==> config.mk <==
export PLATFORM = sky130hd
export DESIGN_NAME = swire_pulse_gen
export DESIGN_NICKNAME = d
export VERILOG_FILES = /design/src/rtl/swire_pkg.sv /design/src/rtl/swire_sync_stable.sv /design/src/rtl/swire_pulse_gen.sv
export SDC_FILE = /design/constraint.sdc
export NUM_CORES = 1
export LEC_CHECK = 0
export ABC_AREA = 1
export CAP_MARGIN = 15
export CORE_ASPECT_RATIO = 0.6
export CORE_UTILIZATION = 50
export CTS_BUF_LIST = sky130_fd_sc_hd__clkbuf_2 sky130_fd_sc_hd__clkbuf_4 sky130_fd_sc_hd__clkbuf_8
export DETAILED_ROUTE_END_ITERATION = 7
export DONT_BUFFER_PORTS = 1
export GPL_TIMING_DRIVEN = 1
export PLACE_DENSITY = 0.64
export SYNTH_ARGS = -nofsm -noshare
export SYNTH_HDL_FRONTEND = slang
export SYNTH_SLANG_ARGS = --single-unit
export TNS_END_PERCENT = 1
==> constraint.sdc <==
create_clock -name i_clk_38m -period 11.94 [get_ports i_clk_38m]
set_input_delay 2.388 -clock i_clk_38m [delete_from_list [all_inputs] [get_ports i_clk_38m]]
set_output_delay 2.388 -clock i_clk_38m [all_outputs]
set_load 0.005 [all_outputs]
==> src/rtl/swire_pkg.sv <==
// Shared types and default timing for the S-Wire pulse generator that programs
// the AMOLED PMIC ELVDD/ELVSS levels.
package swire_pkg;

    localparam int CNT_W          = 6;
    localparam int TMR_W          = 16;
    localparam int T_LOW_DEF      = 38;
    localparam int T_HIGH_DEF     = 38;
    localparam int T_GAP_DEF      = 20000;
    localparam int MAX_PULSES_DEF = 48;

    typedef enum logic [3:0] {
        OFF,
        IDLE,
        LOAD,
        A_LOW,
        A_HIGH,
        GAP_A,
        B_LOW,
        B_HIGH,
        GAP_B
    } swire_state_e;

    // The PMIC only understands MAX_PULSES steps, so larger fields saturate.
    function automatic logic [CNT_W-1:0] clamp_count(
        input logic [CNT_W-1:0] field,
        input logic [CNT_W-1:0] max_cnt
    );
        return (field > max_cnt) ? max_cnt : field;
    endfunction

endpackage

==> src/rtl/swire_sync_stable.sv <==
// Brings a quasi-static register value into the 38.4 MHz domain and accepts it
// only once two consecutive synchronised samples agree.
module swire_sync_stable
    import swire_pkg::*;
#(
    parameter int IN_W  = 16,
    parameter int OUT_W = CNT_W
) (
    input  logic             clk_i,
    input  logic             rst_i,
    input  logic [IN_W-1:0]  data_i,
    output logic [OUT_W-1:0] data_o
);

    logic [IN_W-1:0]  meta_q;
    logic [IN_W-1:0]  sync_q;
    logic [IN_W-1:0]  prev_q;
    logic [OUT_W-1:0] stable_q;

    // The full word takes part in the comparison so a half-written value in any
    // bit holds off acceptance, even though only the low field is forwarded.
    always_ff @(posedge clk_i or posedge rst_i) begin
        if (rst_i) begin
            meta_q   <= '0;
            sync_q   <= '0;
            prev_q   <= '0;
            stable_q <= '0;
        end else begin
            meta_q <= data_i;
            sync_q <= meta_q;
            prev_q <= sync_q;
            if (sync_q == prev_q) begin
                stable_q <= sync_q[OUT_W-1:0];
            end
        end
    end

    assign data_o = stable_q;

endmodule

==> src/rtl/swire_pulse_gen.sv <==
// Turns the sniffed B1/B5 panel-power values into two S-Wire pulse bursts; the
// PMIC counts falling edges in each burst and latches during the closing gap.
module swire_pulse_gen
    import swire_pkg::*;
#(
    parameter int T_LOW      = T_LOW_DEF,
    parameter int T_HIGH     = T_HIGH_DEF,
    parameter int T_GAP      = T_GAP_DEF,
    parameter int MAX_PULSES = MAX_PULSES_DEF
) (
    input  logic        i_clk_38m,
    input  logic        i_reset,
    input  logic        i_swire_start,
    input  logic [15:0] i_b1_data,
    input  logic [15:0] i_b5_data,
    output logic        o_swire,
    output logic        o_busy,
    output logic        o_done
);

    localparam logic [CNT_W-1:0] MAX_CNT   = CNT_W'(MAX_PULSES);
    localparam logic [TMR_W-1:0] LOW_LOAD  = TMR_W'(T_LOW - 1);
    localparam logic [TMR_W-1:0] HIGH_LOAD = TMR_W'(T_HIGH - 1);
    localparam logic [TMR_W-1:0] GAP_LOAD  = TMR_W'(T_GAP - 1);

    swire_state_e     state_q, state_d;
    logic [TMR_W-1:0] timer_q, timer_d;
    logic [CNT_W-1:0] rem_q, rem_d;
    logic [CNT_W-1:0] sent_a_q, sent_a_d;
    logic [CNT_W-1:0] sent_b_q, sent_b_d;
    logic             pending_q, pending_d;
    logic             swire_q, swire_d;
    logic             done_q, done_d;

    logic [CNT_W-1:0] field_a, field_b;
    logic [CNT_W-1:0] cnt_a, cnt_b;
    logic             phase_end;

    swire_sync_stable #(.IN_W(16), .OUT_W(CNT_W)) u_sync_b1 (
        .clk_i  (i_clk_38m),
        .rst_i  (i_reset),
        .data_i (i_b1_data),
        .data_o (field_a)
    );

    swire_sync_stable #(.IN_W(16), .OUT_W(CNT_W)) u_sync_b5 (
        .clk_i  (i_clk_38m),
        .rst_i  (i_reset),
        .data_i (i_b5_data),
        .data_o (field_b)
    );

    assign cnt_a     = clamp_count(field_a, MAX_CNT);
    assign cnt_b     = clamp_count(field_b, MAX_CNT);
    assign phase_end = (timer_q == '0);

    always_ff @(posedge i_clk_38m or posedge i_reset) begin
        if (i_reset) begin
            state_q <= OFF;
        end else begin
            state_q <= state_d;
        end
    end

    // Dropping i_swire_start overrides every state so the pin goes low at once.
    always_comb begin
        state_d = state_q;
        unique case (state_q)
            OFF:    if (i_swire_start) state_d = IDLE;
            IDLE:   if (pending_q) state_d = LOAD;
            LOAD:   state_d = (cnt_a != '0) ? A_LOW : GAP_A;
            A_LOW:  if (phase_end) state_d = A_HIGH;
            A_HIGH: if (phase_end) state_d = (rem_q == CNT_W'(1)) ? GAP_A : A_LOW;
            GAP_A:  if (phase_end) state_d = (sent_b_q != '0) ? B_LOW : GAP_B;
            B_LOW:  if (phase_end) state_d = B_HIGH;
            B_HIGH: if (phase_end) state_d = (rem_q == CNT_W'(1)) ? GAP_B : B_LOW;
            GAP_B:  if (phase_end) state_d = IDLE;
            default: state_d = OFF;
        endcase
        if (!i_swire_start) begin
            state_d = OFF;
        end
    end

    // Pin level and done strobe follow the next state so they land in the same
    // clock as the state they describe, without decode glitches on the pin.
    always_comb begin
        swire_d = !(state_d inside {OFF, A_LOW, B_LOW});
        done_d  = (state_q == GAP_B) && (state_d == IDLE);
        o_busy  = !(state_q inside {OFF, IDLE});
    end

    // sent_* double as the latched counts of the burst in flight.
    always_comb begin
        pending_d = pending_q;
        sent_a_d  = sent_a_q;
        sent_b_d  = sent_b_q;
        rem_d     = rem_q;
        timer_d   = timer_q;

        if (state_d == OFF) begin
            pending_d = 1'b0;
        end else if (state_q == LOAD) begin
            pending_d = 1'b0;
            sent_a_d  = cnt_a;
            sent_b_d  = cnt_b;
        end else if (state_q == OFF) begin
            pending_d = 1'b1;
        end else if ((cnt_a != sent_a_q) || (cnt_b != sent_b_q)) begin
            pending_d = 1'b1;
        end

        if (state_q == LOAD) begin
            rem_d = cnt_a;
        end else if ((state_q == GAP_A) && (state_d == B_LOW)) begin
            rem_d = sent_b_q;
        end else if ((state_q inside {A_HIGH, B_HIGH}) && phase_end) begin
            rem_d = rem_q - CNT_W'(1);
        end

        if (state_d != state_q) begin
            unique case (state_d)
                A_LOW, B_LOW:   timer_d = LOW_LOAD;
                A_HIGH, B_HIGH: timer_d = HIGH_LOAD;
                GAP_A, GAP_B:   timer_d = GAP_LOAD;
                default:        timer_d = '0;
            endcase
        end else if (!phase_end) begin
            timer_d = timer_q - TMR_W'(1);
        end
    end

    always_ff @(posedge i_clk_38m or posedge i_reset) begin
        if (i_reset) begin
            timer_q   <= '0;
            rem_q     <= '0;
            sent_a_q  <= '0;
            sent_b_q  <= '0;
            pending_q <= 1'b0;
            swire_q   <= 1'b0;
            done_q    <= 1'b0;
        end else begin
            timer_q   <= timer_d;
            rem_q     <= rem_d;
            sent_a_q  <= sent_a_d;
            sent_b_q  <= sent_b_d;
            pending_q <= pending_d;
            swire_q   <= swire_d;
            done_q    <= done_d;
        end
    end

    assign o_swire = swire_q;
    assign o_done  = done_q;

endmodule

==> impl.org <==
** Floorplan
- The region available for standard cell placement spans 0.0115 mm².
- # rows :: 30
- Area of the die :: around 0.012 mm²
- Boundary Pins :: 38
- For this configuration, the core starts out at a cell density of 0.523.
- Measured along the y axis, the die boundary spans 86.9 µm.
- From left edge to right edge, the die measures 144 µm.

** Global route
- Total global-route track usage :: 0.192
- Initial antenna violation count :: 0
- Overall overflow remaining after global route :: 0
- The number of global-route vias before repair is 3704.
- The first global-routing pass estimated 17900 µm of wire.
- Entering global routing, the biggest net connects 85 pins.

** Timing
- Timing would allow up to 263 MHz.
- Pin slew with the least headroom to its limit :: 808 ps
- The final-report max-slew violation count is 0.
- The number of failing hold endpoints at the final stage came to 0.
- Of the available clock period, the critical path in the final layout requires 0.318.
- Setup repair after global routing missed its margin :: false
- On the final layout, the worst clock skew is 13.7 ps.
- Worst hold margin :: approximately 350 ps
- Slew headroom :: 0.461
- Counting I/O delays and the setup requirement, the final critical path takes 3800 ps.
- Total Neg Setup Slack :: 0 ps
- Final count of negative-setup-slack endpoints :: 0

** Clock network
- Gates resized during post-CTS repair numbered 0.
- Clock sink count :: around 150
- Insertion delay of the later-clocked pin in the worst-skew pair :: 440 ps
- Maximum clock path buffer count :: 2
- Hold bufs inserted after CTS :: 0
- TritonCTS built the clock tree.
- The cell sitting at the root of the clock tree is a clkbuf_8.
- The clock tree synthesis step divided the H-tree into 4 levels.
- Buffer count from post-CTS setup fixing :: 0
- TritonCTS Buffers :: 17
- Clock transition at the registers of the reported paths :: 90 ps

** Critical path
- Cell type of the slowest stage on the worst timing path :: dfrtp_1
- The endpoint identified for the worst register-to-register timing path is timer_q[0]$_DFFE_PP0P_.
- The worst setup path is launched from a register.
- The worst setup path is captured at a primary output.
- Critical path origin :: state_q[3]$_DFF_PP0_
- Worst path max stage delay :: 460 ps
- Data arrival time of the critical path :: between 1000 and 1500 ps
- Register-to-Register Setup Slack :: ~9000 ps
- Cell count of the worst reg-to-reg path :: 17
- Counting both buffers and inverters, the worst setup path holds a total of 0.
- Worst Setup EP :: o_busy
- Gate family responsible for the most delay along the worst path :: simple AND/OR/NAND/NOR gates
- Required arrival time at the worst endpoint :: 9550 ps
- The signal on the critical path passes through nor2_1 -> nand2_1.
- Counting buffers and inverters, the worst setup path is 2 cells deep.
- Reg-to-reg critical path startpoint :: timer_q[0]$_DFFE_PP0P_
- CP Class :: register to primary output
- Of all nets on the critical path, the largest fanout is 5.

** Power
- In this run the static leakage power is 3.13 nW.
- Cell internal pwr :: 841 µW
- Total power :: 1.33 mW
- Proportion of total power due to net switching :: 0.367
- VDD sags by at most 0.0914 mV.
- Total power per unit cell area :: 203 mW/mm²
- For this design the total switching power over the nets is 488 µW.
- Share of total power in the clock network :: 0.274
- Of the total power, combinational logic draws 0.277.
- The share of total power dissipated in sequential elements is 0.449.

** Detailed routing
- Summing over every cut layer, the via total after detailed routing is 3817.
- Routed length per instance :: 13.7 µm
- The first TritonRoute pass finished after 5 iterations.
- After detailed routing, the number of remaining DRC violations is 0.
- The first routing iteration left 248 violations.
- Once detail routing completed, the nets flagged for antenna violations numbered 0.
- Wirelength, routed :: ~10000 µm
- Detailed-route vias per instance :: 5.09

** Logic synthesis
- Cell area after technology mapping :: 0.00601 mm²
- Synth Register Bits :: roughly 150
- Number of enable flip-flop cells after synthesis :: 0
- Of all flip-flops after synthesis, the portion carrying an async set or reset was 1.00.
- Counting every net in the synthesized netlist gives 608.
- Mapped Cells :: 570
- Average cell area after synthesis :: 10.5 µm²
- Synthesis instantiated 39 different standard cells from the library.
- Among all flip-flop cells after synthesis, the most frequent one is dfrtp_1.
- For this run, the number of Yosys warnings is 0.
- Portion of the post-synthesis area used by sequential elements :: 0.621

** Outcome
- The run finished with clean final reports.

** Final layout
- Final net count :: 615
- Fraction of final layout cells sized beyond drive strength 1 :: 0.125
- Antenna diode count :: 0
- Counting the fill cells in the layout gives approximately 990.
- Area occupied by registers :: 0.00373 mm²
- The multi-input combinational cells in the finished layout cover a total of ~0.002 mm².
- The finished layout holds between 700 and 800 standard cells, fillers aside.
- Compared with the post-synthesis result, the final layout area differs by 8.75%.

** Placed design
- Port buffering added 0 buffers.
- Cell Count Post-Placement :: 718
- After legalization and detailed placement, the total HPWL measured 7200 µm.
- Routability-driven placement finished with a final weighted congestion of around 0.89.

** Job
- Max-capacitance violation count :: 0

** Hold path
- The tightest min-delay check is of the register to register type.
-- per-stage QoR --
stage / utilization / setup WS (ps) / instance area (µm²)
2_1_floorplan: - / 5540 / 6010
3_3_place_gp: 0.535 / 7930 / 6150
3_5_place_dp: 0.535 / 7840 / 6150
4_1_cts: 0.569 / 8130 / 6530
5_1_grt: 0.569 / 8080 / 6530
6_report: 0.569 / 8140 / 6530
-- Yosys cell counts (4+ instances only) --
cell | instances | area, µm²
nor2_1 | 50 | 188
buf_2 | 4 | 20.0
nor4_1 | 7 | 43.8
nor2_4 | 4 | 45.0
o21ai_0 | 24 | 120
nand2_1 | 102 | 383
inv_1 | 41 | 154
nor2_2 | 6 | 37.5
nand4_1 | 18 | 113
dfrtp_1 | 149 | 3730
a21oi_1 | 24 | 120
nor3_1 | 6 | 30.0
xnor2_1 | 9 | 78.8
clkbuf_1 | 6 | 22.5
nand2_2 | 12 | 75.1
nand3_1 | 31 | 155
xor2_1 | 39 | 342
inv_2 | 5 | 18.8
-- worst reg2reg max path, stage by stage (launching register included) --
cell	delay, ps
dfrtp_1	400
inv_1	100
ha_1	290
nand2_2	120
nor2_4	140
nand2_2	140
nand2_1	100
nand2_1	70
nand3_2	70
nand2_2	70
nand2_1	60
nand2_1	70
nor2_2	410
nand3_4	220
nor2_4	300
inv_1	90
nand2_1	70
nand2_1	50
-- power by group through the flow --
| stage | clock network, mW | registers, mW | logic, mW |
|---|---|---|---|
| floorplan | 0 | 0.595 | 0.308 |
| global placement | 0 | 0.605 | 0.360 |
| detailed placement | 0 | 0.607 | 0.364 |
| CTS | 0.375 | 0.597 | 0.367 |
| global route | 0.400 | 0.604 | 0.420 |
| finish | 0.364 | 0.597 | 0.368 |
-- flip-flops by register name, indices dropped and copies added (netlist names), 4 cells and up --
register and cells:
u_sync_b5.meta_q 16, u_sync_b1.data_o 6, u_sync_b5.prev_q 16, timer_q 16, sent_b_q 6, state_q 4, u_sync_b1.meta_q 16, u_sync_b5.sync_q 16
sent_a_q 6, u_sync_b1.prev_q 16, rem_q 6, u_sync_b1.sync_q 16, u_sync_b5.data_o 6
-- area by class of cell --
| type | instances | area share |
|---|---|---|
| repair buffers | 1 | 0.00115 |
| flip-flops and latches | 149 | 0.571 |
| clock buffers | 18 | 0.0379 |
| multi-input cells | 362 | 0.311 |
| inverters | 46 | 0.0272 |
| clock inverters | 14 | 0.0211 |
| well taps | 160 | 0.0306 |
-- layer usage --
metal  routed length, µm  GRT usage
met4                  74     0.0745
met2                4220      0.254
met5                   0          0
met1                5420      0.291
met3                 548     0.0599
-- worst min-delay path by stage --
stage                                           to                           start  cells after the start  slack (ps)
finish               u_sync_b1.sync_q[6]$_DFF_PP0_   u_sync_b1.meta_q[6]$_DFF_PP0_                      0         350
global route        u_sync_b1.sync_q[13]$_DFF_PP0_  u_sync_b1.meta_q[13]$_DFF_PP0_                      0         360
CTS                  u_sync_b1.sync_q[1]$_DFF_PP0_   u_sync_b1.meta_q[1]$_DFF_PP0_                      0         350
detailed placement  u_sync_b1.sync_q[10]$_DFF_PP0_  u_sync_b1.meta_q[10]$_DFF_PP0_                      0         330
global placement    u_sync_b5.sync_q[13]$_DFF_PP0_  u_sync_b5.meta_q[13]$_DFF_PP0_                      0         330
floorplan            u_sync_b1.sync_q[0]$_DFF_PP0_   u_sync_b1.meta_q[0]$_DFF_PP0_                      0         330
-- cells by family (layout without fill, tap and decap cells) --
| group | after synthesis | in the layout | share of synthesized area |
|---|---|---|---|
| XOR/XNOR | 48 | 48 | 0.0700 |
| buffers and inverters | 59 | 79 | 0.0408 |
| AND/OR/NAND/NOR | 248 | 248 | 0.202 |
| flip-flops | 149 | 149 | 0.621 |
| multiplexers | 2 | 2 | 0.00375 |
| adder cells (fa/ha/maj) | 3 | 3 | 0.00625 |
| AO/OA/AOI/OAI | 61 | 61 | 0.0560 |
-- layout by cell type (no fill, tap or decap), types with 2 or more instances in the layout --
cell	netlist	routed
xnor2_1	9	9
clkinv_8	0	2
nand4_1	18	18
nor2_2	6	6
dfrtp_1	149	149
ha_1	3	3
o21ai_0	24	24
inv_8	0	2
o21ai_1	3	3
nor2_4	4	4
a221oi_1	2	2
nor3b_1	2	2
xor2_1	39	39
nand2_1	102	102
inv_6	0	6
nor2_1	50	50
nor4_1	7	7
inv_1	41	40
inv_2	5	5
nor3_1	6	6
a21oi_1	24	24
nand3_4	2	2
clkbuf_8	0	18
nand3_2	3	3
mux2_2	2	2
clkinv_4	0	3
nor2_8	2	2
nand2_2	12	12
nand3_1	31	31
Power figures use the tool's default switching activity.
